[src/rtl/soc_adc_sched_pkg.sv]
// Shared state encoding and default widths for the aux-ADC scheduler and its arbiter.
package soc_adc_sched_pkg;

    localparam int DW_DEF    = 10;
    localparam int NREQ_DEF  = 4;
    localparam int CNT_W_DEF = 8;

    typedef enum logic [1:0] {
        ST_IDLE   = 2'd0,
        ST_SETTLE = 2'd1,
        ST_CONV   = 2'd2,
        ST_GAP    = 2'd3
    } sched_state_e;

endpackage

[src/rtl/soc_adc_rr_arb.sv]
// Combinational round-robin arbiter: picks the first set req bit searching upward
// (with wrap) from last_grant+1.
module soc_adc_rr_arb
    import soc_adc_sched_pkg::*;
#(
    parameter int NREQ  = NREQ_DEF,
    parameter int SEL_W = $clog2(NREQ)
) (
    input  logic [NREQ-1:0]  req,
    input  logic [SEL_W-1:0] last_grant,
    input  logic             enable,
    output logic             grant_vld,
    output logic [SEL_W-1:0] grant_idx
);

    logic [SEL_W-1:0] idx;

    // Walk from lowest to highest priority so the last hit is the winner.
    always_comb begin
        grant_vld = 1'b0;
        grant_idx = '0;
        idx       = '0;
        for (int i = NREQ; i >= 1; i--) begin
            idx = SEL_W'((int'(last_grant) + i) % NREQ);
            if (enable && req[idx]) begin
                grant_vld = 1'b1;
                grant_idx = idx;
            end
        end
    end

endmodule

[src/rtl/soc_adc_scheduler.sv]
// Time-multiplexes the aux ADC between NREQ requesters: arbitrate, settle the mux,
// convert, then hold adc_en low for a gap. Optional CONV timeout: SOC_ADC_SCHED_TIMEOUT_EN.
module soc_adc_scheduler
    import soc_adc_sched_pkg::*;
#(
    parameter int DW      = DW_DEF,
    parameter int NREQ    = NREQ_DEF,
    parameter int SEL_W   = $clog2(NREQ),
    parameter int CNT_W   = CNT_W_DEF,
    parameter int SETTLE  = 16,
    parameter int GAP     = 4,
    parameter int TIMEOUT = 200
) (
    input  logic             sys_slow_cbus_clk,
    input  logic             sys_slow_cbus_rst_n,
    input  logic             sched_en,
    input  logic [NREQ-1:0]  req,
    input  logic [DW-1:0]    adc_data,
    input  logic             adc_strb,
    output logic             adc_en,
    output logic [SEL_W-1:0] adc_ch_sel,
    output logic [NREQ-1:0]  rsp_valid,
    output logic [DW-1:0]    rsp_data,
    output logic             rsp_err,
    output logic             busy
);

    if (NREQ < 2 || NREQ > 8 || SETTLE < 1 || GAP < 1 || TIMEOUT < 1 ||
        SETTLE >= (1 << CNT_W) || GAP >= (1 << CNT_W) || TIMEOUT > (1 << CNT_W)) begin : g_param_err
        $error("soc_adc_scheduler: parameter out of range");
    end

    localparam logic [CNT_W-1:0] SETTLE_LD = CNT_W'(SETTLE - 1);
    localparam logic [CNT_W-1:0] GAP_LD    = CNT_W'(GAP - 1);
    localparam logic [CNT_W-1:0] CNT_ONE   = CNT_W'(1);
    localparam logic [SEL_W-1:0] LAST_RST  = SEL_W'(NREQ - 1);
`ifdef SOC_ADC_SCHED_TIMEOUT_EN
    localparam logic [CNT_W-1:0] TO_LAST   = CNT_W'(TIMEOUT - 1);
`endif

    sched_state_e     state, state_nxt;
    logic [CNT_W-1:0] cnt, cnt_nxt;
    logic [SEL_W-1:0] last_grant, last_grant_nxt, sel_nxt;
    logic [NREQ-1:0]  vld_nxt, grant_onehot;
    logic [DW-1:0]    data_nxt;
    logic             en_nxt, err_nxt;
    logic             grant_vld;
    logic [SEL_W-1:0] grant_idx;

    soc_adc_rr_arb #(
        .NREQ  (NREQ),
        .SEL_W (SEL_W)
    ) u_arb (
        .req        (req),
        .last_grant (last_grant),
        .enable     (sched_en),
        .grant_vld  (grant_vld),
        .grant_idx  (grant_idx)
    );

    assign grant_onehot = NREQ'(1) << adc_ch_sel;
    assign busy         = (state != ST_IDLE);

    always_comb begin
        state_nxt      = state;
        cnt_nxt        = cnt;
        sel_nxt        = adc_ch_sel;
        last_grant_nxt = last_grant;
        en_nxt         = adc_en;
        vld_nxt        = '0;
        data_nxt       = rsp_data;
        err_nxt        = rsp_err;
        case (state)
            ST_IDLE: begin
                if (grant_vld) begin
                    sel_nxt   = grant_idx;
                    cnt_nxt   = SETTLE_LD;
                    state_nxt = ST_SETTLE;
                end
            end
            ST_SETTLE: begin
                if (cnt == '0) begin
                    en_nxt    = 1'b1;
                    state_nxt = ST_CONV;
                end else begin
                    cnt_nxt = cnt - CNT_ONE;
                end
            end
            ST_CONV: begin
                // A strobe on the expiry cycle still delivers a normal sample.
                if (adc_strb) begin
                    data_nxt  = adc_data;
                    vld_nxt   = grant_onehot;
                    err_nxt   = 1'b0;
                    en_nxt    = 1'b0;
                    cnt_nxt   = GAP_LD;
                    state_nxt = ST_GAP;
                end
`ifdef SOC_ADC_SCHED_TIMEOUT_EN
                else if (cnt == TO_LAST) begin
                    data_nxt  = '0;
                    vld_nxt   = grant_onehot;
                    err_nxt   = 1'b1;
                    en_nxt    = 1'b0;
                    cnt_nxt   = GAP_LD;
                    state_nxt = ST_GAP;
                end else begin
                    cnt_nxt = cnt + CNT_ONE;
                end
`endif
            end
            ST_GAP: begin
                if (cnt == '0) begin
                    last_grant_nxt = adc_ch_sel;
                    state_nxt      = ST_IDLE;
                end else begin
                    cnt_nxt = cnt - CNT_ONE;
                end
            end
            default: state_nxt = ST_IDLE;
        endcase
    end

    always_ff @(posedge sys_slow_cbus_clk) begin
        if (!sys_slow_cbus_rst_n) begin
            state      <= ST_IDLE;
            cnt        <= '0;
            adc_ch_sel <= '0;
            last_grant <= LAST_RST;
            adc_en     <= 1'b0;
            rsp_valid  <= '0;
            rsp_data   <= '0;
            rsp_err    <= 1'b0;
        end else begin
            state      <= state_nxt;
            cnt        <= cnt_nxt;
            adc_ch_sel <= sel_nxt;
            last_grant <= last_grant_nxt;
            adc_en     <= en_nxt;
            rsp_valid  <= vld_nxt;
            rsp_data   <= data_nxt;
            rsp_err    <= err_nxt;
        end
    end

endmodule
[config.mk]
export PLATFORM = sky130hd
export DESIGN_NAME = soc_adc_scheduler
export DESIGN_NICKNAME = d
export VERILOG_FILES = /design/src/rtl/soc_adc_sched_pkg.sv /design/src/rtl/soc_adc_rr_arb.sv /design/src/rtl/soc_adc_scheduler.sv
export SDC_FILE = /design/constraint.sdc
export NUM_CORES = 1
export LEC_CHECK = 0
export ABC_AREA = 1
export BUFFER_PORTS_ARGS = -buffer_cell sky130_fd_sc_hd__buf_4
export CORE_MARGIN = 3
export CORE_UTILIZATION = 54
export CTS_CLUSTER_DIAMETER = 30
export DETAILED_ROUTE_END_ITERATION = 10
export GPL_TIMING_DRIVEN = 1
export MAX_ROUTING_LAYER = met4
export PLACE_DENSITY_LB_ADDON = 0.15
export SYNTH_ARGS = -nofsm -noshare
export SYNTH_HDL_FRONTEND = slang
export SYNTH_SLANG_ARGS = --single-unit
[constraint.sdc]
create_clock -name sys_slow_cbus_clk -period 1.8 [get_ports sys_slow_cbus_clk]
set_clock_uncertainty 0.1 [all_clocks]
set_input_delay 0.36 -clock sys_slow_cbus_clk [delete_from_list [all_inputs] [get_ports sys_slow_cbus_clk]]
set_output_delay 0.36 -clock sys_slow_cbus_clk [all_outputs]
set_load 0.01 [all_outputs]
== Word level (Yosys, flattened, before mapping) ==
Cells that the tools add are included.
Operators by class
  multiplexer cells: 28
  $lt $le $gt $ge: 4
  eq/ne operators: 8
  add/subtract/negate cells: 5
  reductions and logical operators: 16
  shift-type cells: 1
Operators by type and width (count)
  8-bit 2-to-1 mux: 3
  8-bit case mux with 3 select lines: 1
  2-bit 2-to-1 mux: 8
  2-bit by 3-bit < comparator with 1-bit output, second input constant: 4
  1-bit 2-to-1 mux: 10
  2-bit != test, second input constant: 5
  3-bit AND reduction: 3
  1-bit binary-select mux with 2-bit select: 4
  8-bit zero test: 1
  2-bit case mux with 4 select lines: 1
  8-bit by 1-bit subtractor with 8-bit output, second input constant: 1
  2-bit AND reduction: 3
  2-bit by 1-bit adder with 2-bit output, second input constant: 2
  2-bit adder, second input constant: 2
  2-bit == test, second input constant: 2
  1-bit logical AND: 4
  4-bit AND reduction: 1
  2-bit nonzero test: 2
  1-bit by 2-bit left shift with 4-bit output, first input constant: 1
  2-bit by 1-bit == test with 1-bit output, second input constant: 1
  2-bit zero test: 1
  1-bit case mux with 2 select lines: 1
  2-bit OR reduction: 1
Storage, ports and cells
  bits in registers: 29
  logic and storage cells: 69
  output and inout port bits: 19
  bits of input ports: 18

== Logic depth before layout (Yosys ltp) ==
Gate-level depths: netlist (run 1).
  depth after elaboration: 10
  gate-level depth with buffers: 12

== Hierarchy ==
From an unflattened synthesis (run 1), not the netlist that was laid out.
Second synthesis, totals
  cell total of the unflattened synthesis: 249
  area total of the unflattened synthesis: 1650.3 um^2
Modules (own cells, without submodules)
  soc_adc_scheduler: area an instance 1385.1 um^2, times used 1, cells each 193, sequential area each 580.6 um^2
  soc_adc_rr_arb: area an instance 265.3 um^2, times used 1, cells each 56, sequential area each 0.0 um^2

== Least setup slack after synthesis (run 1) ==
No wires, ideal clock.
  path kind: flip-flop to flip-flop
  from: reg cnt[0]
  to: reg cnt[0]
  arrival: 1370 ps
  buffers on the path: 0
  data required time: 1586 ps
  stages on the path, launching flop included: 11
  clock period less this slack: 1584 ps
  path slack: 216 ps
  path through: dfxtp_1 > inv_1 > ha_1 > nor3b_1 > nand3_1 > inv_2 > nand2_1 > nand3_4 > nand2_1 > nand2_1 > nor2_2
Between the ends
  word-level cells in the longest chain between the ends: 3
  elaborated cells on any way between the ends: 6
  classes of those cells: add/sub (1); eq/ne (1); mux (2); reduce/logical (2)
Ends and longest elaborated chain
  start, declared: line soc_adc_scheduler.sv:42  | logic [CNT_W-1:0] cnt, cnt_nxt;
  start signal, assigned: line soc_adc_scheduler.sv:136  | cnt <= cnt_nxt;
  8-bit by 1-bit subtractor with 8-bit output or 8-bit zero test (tied branches)
  8-bit 2-to-1 mux or 2-bit != test (tied branches)
  8-bit case mux with 3 select lines or 3-bit AND reduction (tied branches)
Several ways; a longest one is shown, not always the timed one. The select of a mux whose other input is x is not followed.
A chain may end at the register's enable or synchronous reset.

== Final worst setup path (run 1) ==
  from: reg state[0]
  to: out busy
Between the ends
  word-level cells in the longest chain between the ends: 1
Ends and longest elaborated chain
  start, declared: line soc_adc_scheduler.sv:41  | sched_state_e state, state_nxt;
  start signal, assigned: line soc_adc_scheduler.sv:135  | state <= state_nxt;
  2-bit nonzero test: line soc_adc_scheduler.sv:62  | assign busy = (state != ST_IDLE);
  end, declared: line soc_adc_scheduler.sv:25  | output logic busy
Every way passes these cells.

==> impl_metrics.toml, run 1 <==
[run_status]
status = "completed"

[synth]
yosysWarnings = 0
synth_seq_cells = 29
synth-seq-area-share_pct = 33.3
synth_area_um2 = 1740
synth_nets = 283
synth.top_cell.area_share_pct = 33.3
synth_area_per_cell_um2 = 6.73
synth_cell_types = 30
postSynthCellCount = 259
synth_area_leader_cell = "dfxtp_1"
synth.area.top_cells = "dfxtp_1 33%, nand2_1 12%, nor2_1 10%"

[floorplan]
ios = 37
dieArea_um2 = 3950
die_x_um = 62.8
start_util_pct = 59.6
rows = 19
die_y_um = 62.8
core_area_um2 = 2920

[place]
dp_slack_ns = 0.0633
io_buffers = 35
dp.cells = 331
place_congestion = 0.992
place_hpwl_um = 2870

[sta]
setup_viol = 0
period_needed_ns = 1.70
hold_viol_final = 0
setup_ws_ns = 0.0984
drv_slew = 0
max_freq_ghz = 0.588
final.setup.tns_ns = 0
grt_setup_unrepaired = "false"
period_share_pct = 94.5

[power_and_ir_drop]
ir_drop_v = 0.00118
p_per_area_nw_per_um2 = 1310
p_leak_nw = 1.07

[min_path]
hold_class = "input port to flop"
min_path_cells = 3

[clocking]
cts_max_level = 2
post_cts.repair.setup_buffers = 0
clock-sinks = 29
clk_pin_slew_worst_paths_ns = 0.09
clock_latency_ns = 0.32
numCtsBuffers = 5
cts_tree = "built"
clock_path_buffers = 2
ctsRootBufferMaster = "clkbuf_4"
postCtsHoldBufs = 0

[grt]
track_usage_pct = 20.2
overflow = 0
use_met3_pct = 5.04
busiest_layer = "met2"
grt_max_degree = 23
grt_pass1_wl_um = 6350
grt_pass1_vias = 1505
antenna_found_initial = 0
grt_use_met1_pct = 24.1
use_met2_pct = 33.0

[setup_path]
cp-start-kind = "flop"
critPathMaxFanout = 9
r2r-start = "state[1]$_SDFFE_PN0P_"
crit_type = "flop to primary output"
crit_top_cell = "inv_1"
worst_r2r_path_depth = 8
max_stage_delay_ns = 0.37
crit_path_top_delay_cell = "dfxtp_2"
cp-startpoint = "state[0]$_SDFFE_PN0P_"
critPathCaptureType = "primary output"
crit_path_end = "busy"
critPathRequiredTime_ns = 1.34
reg2reg_to = "cnt[0]$_SDFFE_PN0P_"
crit_chain = "inv_1, ha_4, inv_1, buf_4"
worst-endpoint-arrival_ns = 1.24
r2r_slack_ns = 0.13

[layout]
final_cell_mix = "57 x nand2_1, 46 x nor2_1, 38 x buf_4"
layout_commonest_cell = "nand2_1"
antenna_cells = 0
instances_no_fill = 339
nNetsFinal = 320
final_util_pct = 73.2
drive_gt1_share_pct = 25.3
syn2layout_area_growth_pct = 22.8

[detailed_routing]
ant_nets = 0
drc = 0
viasPerCell = 5.01
num_vias = 1697
drt-total-wl_um = 3690
drtIter0Drc = 128
firstDrtPassIters = 4
post_drt_wl_per_cell_um = 10.9

[job]
maxCapViolations = 0
==> logic make-up after synthesis <==
| kind of cell | count (synthesis) | share of synthesized area [%] |
|---|---|---|
| xor+xnor | 2 | 1.01 |
| other cells | 1 | 0.215 |
| flops | 29 | 33.3 |
| buf+inv | 38 | 9.83 |
| compound gates | 27 | 8.18 |
| simple gates | 156 | 43.1 |
| fa+ha+maj | 6 | 4.31 |
==> worst min path at each step <==
stage,from,end,slack (ns)
after floorplan,cnt[5]$_SDFFE_PN0P_,cnt[5]$_SDFFE_PN0P_,0.37
after global routing,adc_data[7],rsp_data[7]$_SDFFE_PN0P_,0.21
after detailed placement,rsp_data[6]$_SDFFE_PN0P_,rsp_data[6]$_SDFFE_PN0P_,0.38
final,adc_data[1],rsp_data[1]$_SDFFE_PN0P_,0.19
after CTS,adc_data[1],rsp_data[1]$_SDFFE_PN0P_,0.18
after global placement,rsp_data[5]$_SDFFE_PN0P_,rsp_data[5]$_SDFFE_PN0P_,0.37
==> area by class of cell <==
cell class                      count  area [um^2]
Clock inverter                      1         30.0
Inverter                           30          120
Clock buffer                        7         55.1
Sequential cell                    29          583
Fill cell                         260          785
Tap cell                           42         52.6
Timing Repair Buffer               38          285
Multi-Input combinational cell    192         1010
==> power by group <==
group          leakage (nW)  total, W  internal, W  switching [W]
logic                 0.785   0.00137     0.000540       0.000828
registers             0.237  0.000891     0.000778       0.000113
clock network        0.0455  0.000549     0.000331       0.000217
==> stage by stage <==
stage / power, W / area [um^2] / hold WS [ns]
after detailed placement: 0.00220 / 2030 / 0.375
after global placement: 0.00217 / 2030 / 0.365
final: 0.00281 / 2140 / 0.185
after CTS: 0.00279 / 2130 / 0.176
after global routing: 0.00305 / 2140 / 0.207
after floorplan: 0.00183 / 1740 / 0.367
==> critical path, delay by kind of cell, from the launching register on <==
kind	cells	cell delay, ns
buffers and inverters	3	0.34
DFF	1	0.37
adders and majority gates	1	0.22
==> state kept, by name, indices dropped and copies added, names as in the netlist <==
| register | flops |
|---|---|
| adc_en | 1 |
| rsp_valid | 4 |
| rsp_data | 10 |
| adc_ch_sel | 2 |
| cnt | 8 |
| last_grant | 2 |
| state | 2 |
==> Yosys cell counts, drive strengths merged <==
cell type / n
nand2: 71
nor3: 2
buf: 5
dfxtp: 29
nor3b: 1
ha: 6
nand4: 9
o21ai: 14
o22ai: 1
inv: 30
nor2: 49
a31oi: 1
conb: 1
xor2: 2
nand3: 23
o211ai: 2
clkbuf: 3
nand3b: 1
a21oi: 9
==> metal layers <==
metal  vias up  wire, um
li1        896         -
met1       747      1670
met2        47      1770
met3         7       206
met4         0        38
met5         -         0
==> repair_timing <==
item,4_1_cts,5_1_grt
pin swaps,0,2
resized for setup,3,4
setup endpoints to repair,1,9
Power figures use the tool's default switching activity.
==> inputs of run 2 (changes only) <==
Settings changed: ABC_AREA 1 to unset, CORE_UTILIZATION 54 to 52, CTS_CLUSTER_SIZE set to 10.
==> run 2 against run 1 <==
  * Sequential share of layout area up 2.2 points
  * Critical path depth up 3
  * Utilization down 1.8 points
  * Maximum frequency down 1.1%
  * Critical endpoint is now cnt[1]$_SDFFE_PN0P_
==> impl_metrics.toml, run 2 <==
[layout]
num-fill-cells = 220
multi_input_area_um2 = 907
largest_reg_flops = 10
regArea_um2 = 589
antenna_cells = 0
layout_commonest_cell = "buf_4"
max_flop_register = "rsp_data"
reg_top3 = "rsp_data: 10 flops, cnt: 8 flops, rsp_valid: 4 flops"
final_cell_mix = "46 x buf_4, 32 x nand2_1, 24 x dfxtp_1"
final_util_pct = 71.4
drive_gt1_share_pct = 31.1
nNetsFinal = 261
syn2layout_area_growth_pct = 29.5

[clocking]
clock-sinks = 29
numCtsBuffers = 5
cts_tree = "built"
clock_path_buffers = 2
cts_max_level = 2
clock_latency_ns = 0.32
clk_pin_slew_worst_paths_ns = 0.09
ctsRootBufferMaster = "clkbuf_4"
post_cts.repair.setup_buffers = 0

[sta]
drv_slew = 0
grt_setup_unrepaired = "false"
period_share_pct = 95.6
final.setup.tns_ns = 0
hold_viol_final = 0
max_freq_ghz = 0.581
period_needed_ns = 1.72
setup_viol = 0

[synth]
synth.top_cell.area_share_pct = 37.5
async_reset_ff_share_pct = 0
yosysWarnings = 0
synth_nets = 218
synth_area_leader_cell = "dfxtp_1"
synth_cell_types = 47
yosys_most_used_dff = "dfxtp_1"
postSynthCellCount = 194
synth.most_common_cell = "nand2_1"
synth-seq-area-share_pct = 37.5
synth_seq_cells = 29
synth_area_per_cell_um2 = 7.97
synth_area_um2 = 1550
synth_edf_count = 0
synthTopCellsByCount = "32 x nand2_1, 29 x dfxtp_1, 20 x a21oi_1"
synth.area.top_cells = "dfxtp_1 38%, nand2_1 7.8%, a21oi_1 6.5%"

[detailed_routing]
num_vias = 1560
ant_nets = 0
firstDrtPassIters = 4
drt-total-wl_um = 3890
drc = 0
post_drt_wl_per_cell_um = 14.5
drtIter0Drc = 79
viasPerCell = 5.80

[grt]
grt_pass1_wl_um = 6370
track_usage_pct = 23.7
grt_max_degree = 14
overflow = 0
antenna_found_initial = 0
grt_pass1_vias = 1424

[setup_path]
crit_type = "flop to flop"
critPathRequiredTime_ns = 1.90
critPathCaptureType = "flop"
worst-endpoint-arrival_ns = 1.82
critPathMaxFanout = 5
cp-start-kind = "flop"

[floorplan]
core_area_um2 = 2810
dieArea_um2 = 3660
ios = 37
die_y_um = 60.5
rows = 19
die_x_um = 60.5
start_util_pct = 55.1

[run_status]
status = "completed"

[min_path]
hold_class = "input port to flop"

[job]
maxCapViolations = 0

[power_and_ir_drop]
ir_drop_v = 0.00108
p_per_area_nw_per_um2 = 1400
p_leak_nw = 0.841

[place]
place_congestion = 0.958
place_hpwl_um = 2810
io_buffers = 35
==> run 2: power breakdown <==
group | switching, W | internal (W) | leakage (nW)
logic | 0.000768 | 0.000608 | 0.559
clock network | 0.000220 | 0.000331 | 0.0455
registers | 0.000111 | 0.000773 | 0.237
total | 0.00110 | 0.00171 | 0.841
==> run 2: cell families (layout without fill, tap and decap cells) <==
| family | after synthesis | after routing | synth area share, % |
|---|---|---|---|
| simple gates | 73 | 73 | 22.2 |
| compound gates | 62 | 63 | 26.4 |
| flops | 29 | 29 | 37.5 |
| buf+inv | 21 | 64 | 6.39 |
| fa+ha+maj | 6 | 6 | 4.85 |
| mux | 2 | 2 | 2.35 |
| other cells | 1 | 1 | 0.242 |
==> run 2: path summary, 6_finish.rpt <==
kind,cells past startpoint,slack (ns),start,end
setup reg to reg,7,0.08,cnt[1]$_SDFFE_PN0P_,cnt[1]$_SDFFE_PN0P_
hold reg to reg,2,0.36,rsp_data[2]$_SDFFE_PN0P_,rsp_data[2]$_SDFFE_PN0P_
hold / removal,3,0.18,adc_data[2],rsp_data[2]$_SDFFE_PN0P_
setup / recovery,7,0.08,cnt[1]$_SDFFE_PN0P_,cnt[1]$_SDFFE_PN0P_
==> run 2: area by class of cell <==
type | instances | share of cell area [%]
Timing Repair Buffer | 46 | 17.2
Tap cell | 31 | 1.94
Inverter | 10 | 1.87
Multi-Input combinational cell | 145 | 45.3
Clock inverter | 1 | 1.50
Clock buffer | 7 | 2.75
Sequential cell | 29 | 29.4
==> run 2: layer usage <==
metal / GRT usage [%] / part of all wire (%)
met1: 27.9 / 44
met2: 39.4 / 49
met3: 6.38 / 5.4
met4: 7.12 / 0.92
met5: - / 0
==> run 2: worst max-delay path, stage by stage, from the launching register on <==
cell and delay, ns:
dfxtp_2 0.35, inv_1 0.08, ha_1 0.22, and4b_1 0.22, buf_4 0.16, a21bo_4 0.23, nor3_2 0.18, a211oi_2 0.06
==> run 2: what timing repair did <==
action | CTS | global route
resized for setup | 1 | 12
gates cloned | 0 | 1
hold buffers | 0 | 0
endpoints found under the hold margin | 0 | 0
pin swaps | 0 | 1
endpoints found under the setup margin | 1 | 9
==> run 2: metrics by stage <==
stage          std cells  setup WS (ns)  total power [W]  hold WS, ns  instance area (um^2)
5_1_grt              269        0.00493          0.00301        0.177                  2000
6_report             269         0.0800          0.00281        0.176                  2000
3_5_place_dp         260         0.0197          0.00214        0.348                  1870
4_1_cts              268        0.00894          0.00270        0.167                  1960
3_3_place_gp         260         0.0380          0.00209        0.344                  1870
2_1_floorplan        194         0.0243          0.00171        0.325                  1550
==> inputs of run 3 (changes only) <==
Settings changed: CELL_PAD_IN_SITES_DETAIL_PLACEMENT set to 0, CELL_PAD_IN_SITES_GLOBAL_PLACEMENT set to 1, CORE_UTILIZATION 52 to 38.
==> run 3 against run 2 <==
  * Sequential share of layout area down 1.2 points
  * Power up 5.6%
  * Critical endpoint is now busy
  * Global-route usage is 6.6 points lower
  * Critical path depth shrank 1
  * Critical path type is now flop to primary output
==> impl_metrics.toml, run 3 (synthesis results as in run 2) <==
[run_status]
status = "completed"

[floorplan]
start_util_pct = 40.7
core_area_um2 = 3800
die_y_um = 69.8
rows = 22
dieArea_um2 = 4870
die_x_um = 69.8
ios = 37

[layout]
drive_gt1_share_pct = 31.0
final_cell_mix = "51 x buf_4, 32 x nand2_1, 25 x dfxtp_1"
antenna_cells = 0
num-fill-cells = 366
syn2layout_area_growth_pct = 34.1
max_flop_register = "rsp_data"
regArea_um2 = 586
multi_input_area_um2 = 891
instances_no_fill = 290
largest_reg_flops = 10
reg_top3 = "rsp_data: 10 flops, cnt: 8 flops, rsp_valid: 4 flops"
nNetsFinal = 265
layout_commonest_cell = "buf_4"

[min_path]
whs_endpoint = "rsp_data[6]$_SDFFE_PN0P_"
hold_class = "input port to flop"
min_path_cells = 3
min_from = "adc_data[6]"

[clocking]
clk_pin_slew_worst_paths_ns = 0.07
cts_max_level = 2
numCtsBuffers = 5
clock-sinks = 29
cts_tree = "built"
ctsRootBufferMaster = "clkbuf_8"
clock_path_buffers = 2
clock_latency_ns = 0.28

[setup_path]
r2r-start = "state[1]$_SDFFE_PN0P_"
critPathRequiredTime_ns = 1.34
critPathCaptureType = "primary output"
worst-endpoint-arrival_ns = 1.30
worst_r2r_path_depth = 7
reg2reg_to = "cnt[1]$_SDFFE_PN0P_"
crit_type = "flop to primary output"
r2r_slack_ns = 0.08
critPathMaxFanout = 5
cp-start-kind = "flop"

[detailed_routing]
viasPerCell = 5.39
ant_nets = 0
drc = 0
drt-total-wl_um = 3920
num_vias = 1562
post_drt_wl_per_cell_um = 13.5
firstDrtPassIters = 4
drtIter0Drc = 120

[grt]
track_usage_pct = 17.1
antenna_found_initial = 0
grt_pass1_wl_um = 6500
overflow = 0
grt_pass1_vias = 1391
grt_max_degree = 14

[sta]
setup_viol = 0
drv_slew = 0
hold_viol_final = 0
grt_setup_unrepaired = "true"
period_needed_ns = 1.76
hold_slack_ns = 0.219
max_freq_ghz = 0.568
period_share_pct = 97.9

[place]
io_buffers = 35
place_congestion = 1.03
place_hpwl_um = 2880
dp.cells = 281

[power_and_ir_drop]
p_per_area_nw_per_um2 = 1430
p_leak_nw = 0.869
ir_drop_v = 0.000581

[job]
maxCapViolations = 0
run 3: changes by cell type in the layout (fill, tap and decap cells not counted), sizes merged:
cell,previous run,this run
buf,46,51
a21bo,2,1
run 3: final cells by class:
cell class | instances | share of cell area, %
tap | 48 | 2.90
multi-input combinational | 144 | 43.0
clock buffer | 7 | 4.16
clock inverter | 1 | 1.45
inverter | 10 | 1.81
sequential | 29 | 28.2
timing repair buffer | 51 | 18.5
run 3: timing repair:
action / CTS / global route
hold endpoints to repair: 0 / 0
hold buffers: 0 / 0
endpoints found under the setup margin: 1 / 6
resized for setup: 3 / 7
buffers inserted: 1 / 0
run 3: worst max path at each step:
| stage | startpoint | to | slack [ns] | cells after the start |
|---|---|---|---|---|
| floorplan | state[0]$_SDFFE_PN0P_ | cnt[1]$_SDFFE_PN0P_ | 0.02 | 8 |
| global placement | req[0] | cnt[1]$_SDFFE_PN0P_ | 0.02 | 6 |
| detailed placement | req[0] | cnt[1]$_SDFFE_PN0P_ | 0.001 | 6 |
| CTS | state[0]$_SDFFE_PN0P_ | busy | 0.008 | 6 |
| global route | state[0]$_SDFFE_PN0P_ | cnt[1]$_SDFFE_PN0P_ | -0.03 | 7 |
| finish | state[0]$_SDFFE_PN0P_ | busy | 0.04 | 6 |
run 3: critical path, stage by stage, from the launching register on:
cell     delay [ns]
dfxtp_2        0.34
inv_2          0.07
ha_4           0.16
buf_4          0.13
buf_4          0.13
inv_1          0.06
buf_4          0.12
run 3: per-stage QoR:
step | power [W] | worst slack [ns] | utilization [%] | instance area (um^2) | setup TNS [ns]
after floorplan | 0.00171 | 0.0243 | - | 1550 | 0
after global placement | 0.00216 | 0.0222 | 50.7 | 1920 | 0
after detailed placement | 0.00219 | 0.00105 | 50.7 | 1920 | 0
after CTS | 0.00293 | 0.00761 | 54.0 | 2050 | 0
after global routing | 0.00317 | -0.0324 | 54.6 | 2070 | -0.0638
final | 0.00297 | 0.0386 | 54.6 | 2070 | 0
run 3: power breakdown:
| group | internal [W] | total (W) | switching (W) | leakage (nW) |
|---|---|---|---|---|
| combinational | 0.000648 | 0.00141 | 0.000758 | 0.575 |
| sequential | 0.000770 | 0.000858 | 0.0000877 | 0.236 |
| clock | 0.000451 | 0.000706 | 0.000255 | 0.0585 |
run 3: routing by layer:
metal / GRT usage (%) / vias to the layer above / share of wire, %
met5: - / - / 0
met4: 7.45 / 0 / 1.8
met3: 6.38 / 6 / 7.4
met2: 24.0 / 66 / 45
met1: 21.7 / 707 / 45
li1: - / 783 / -
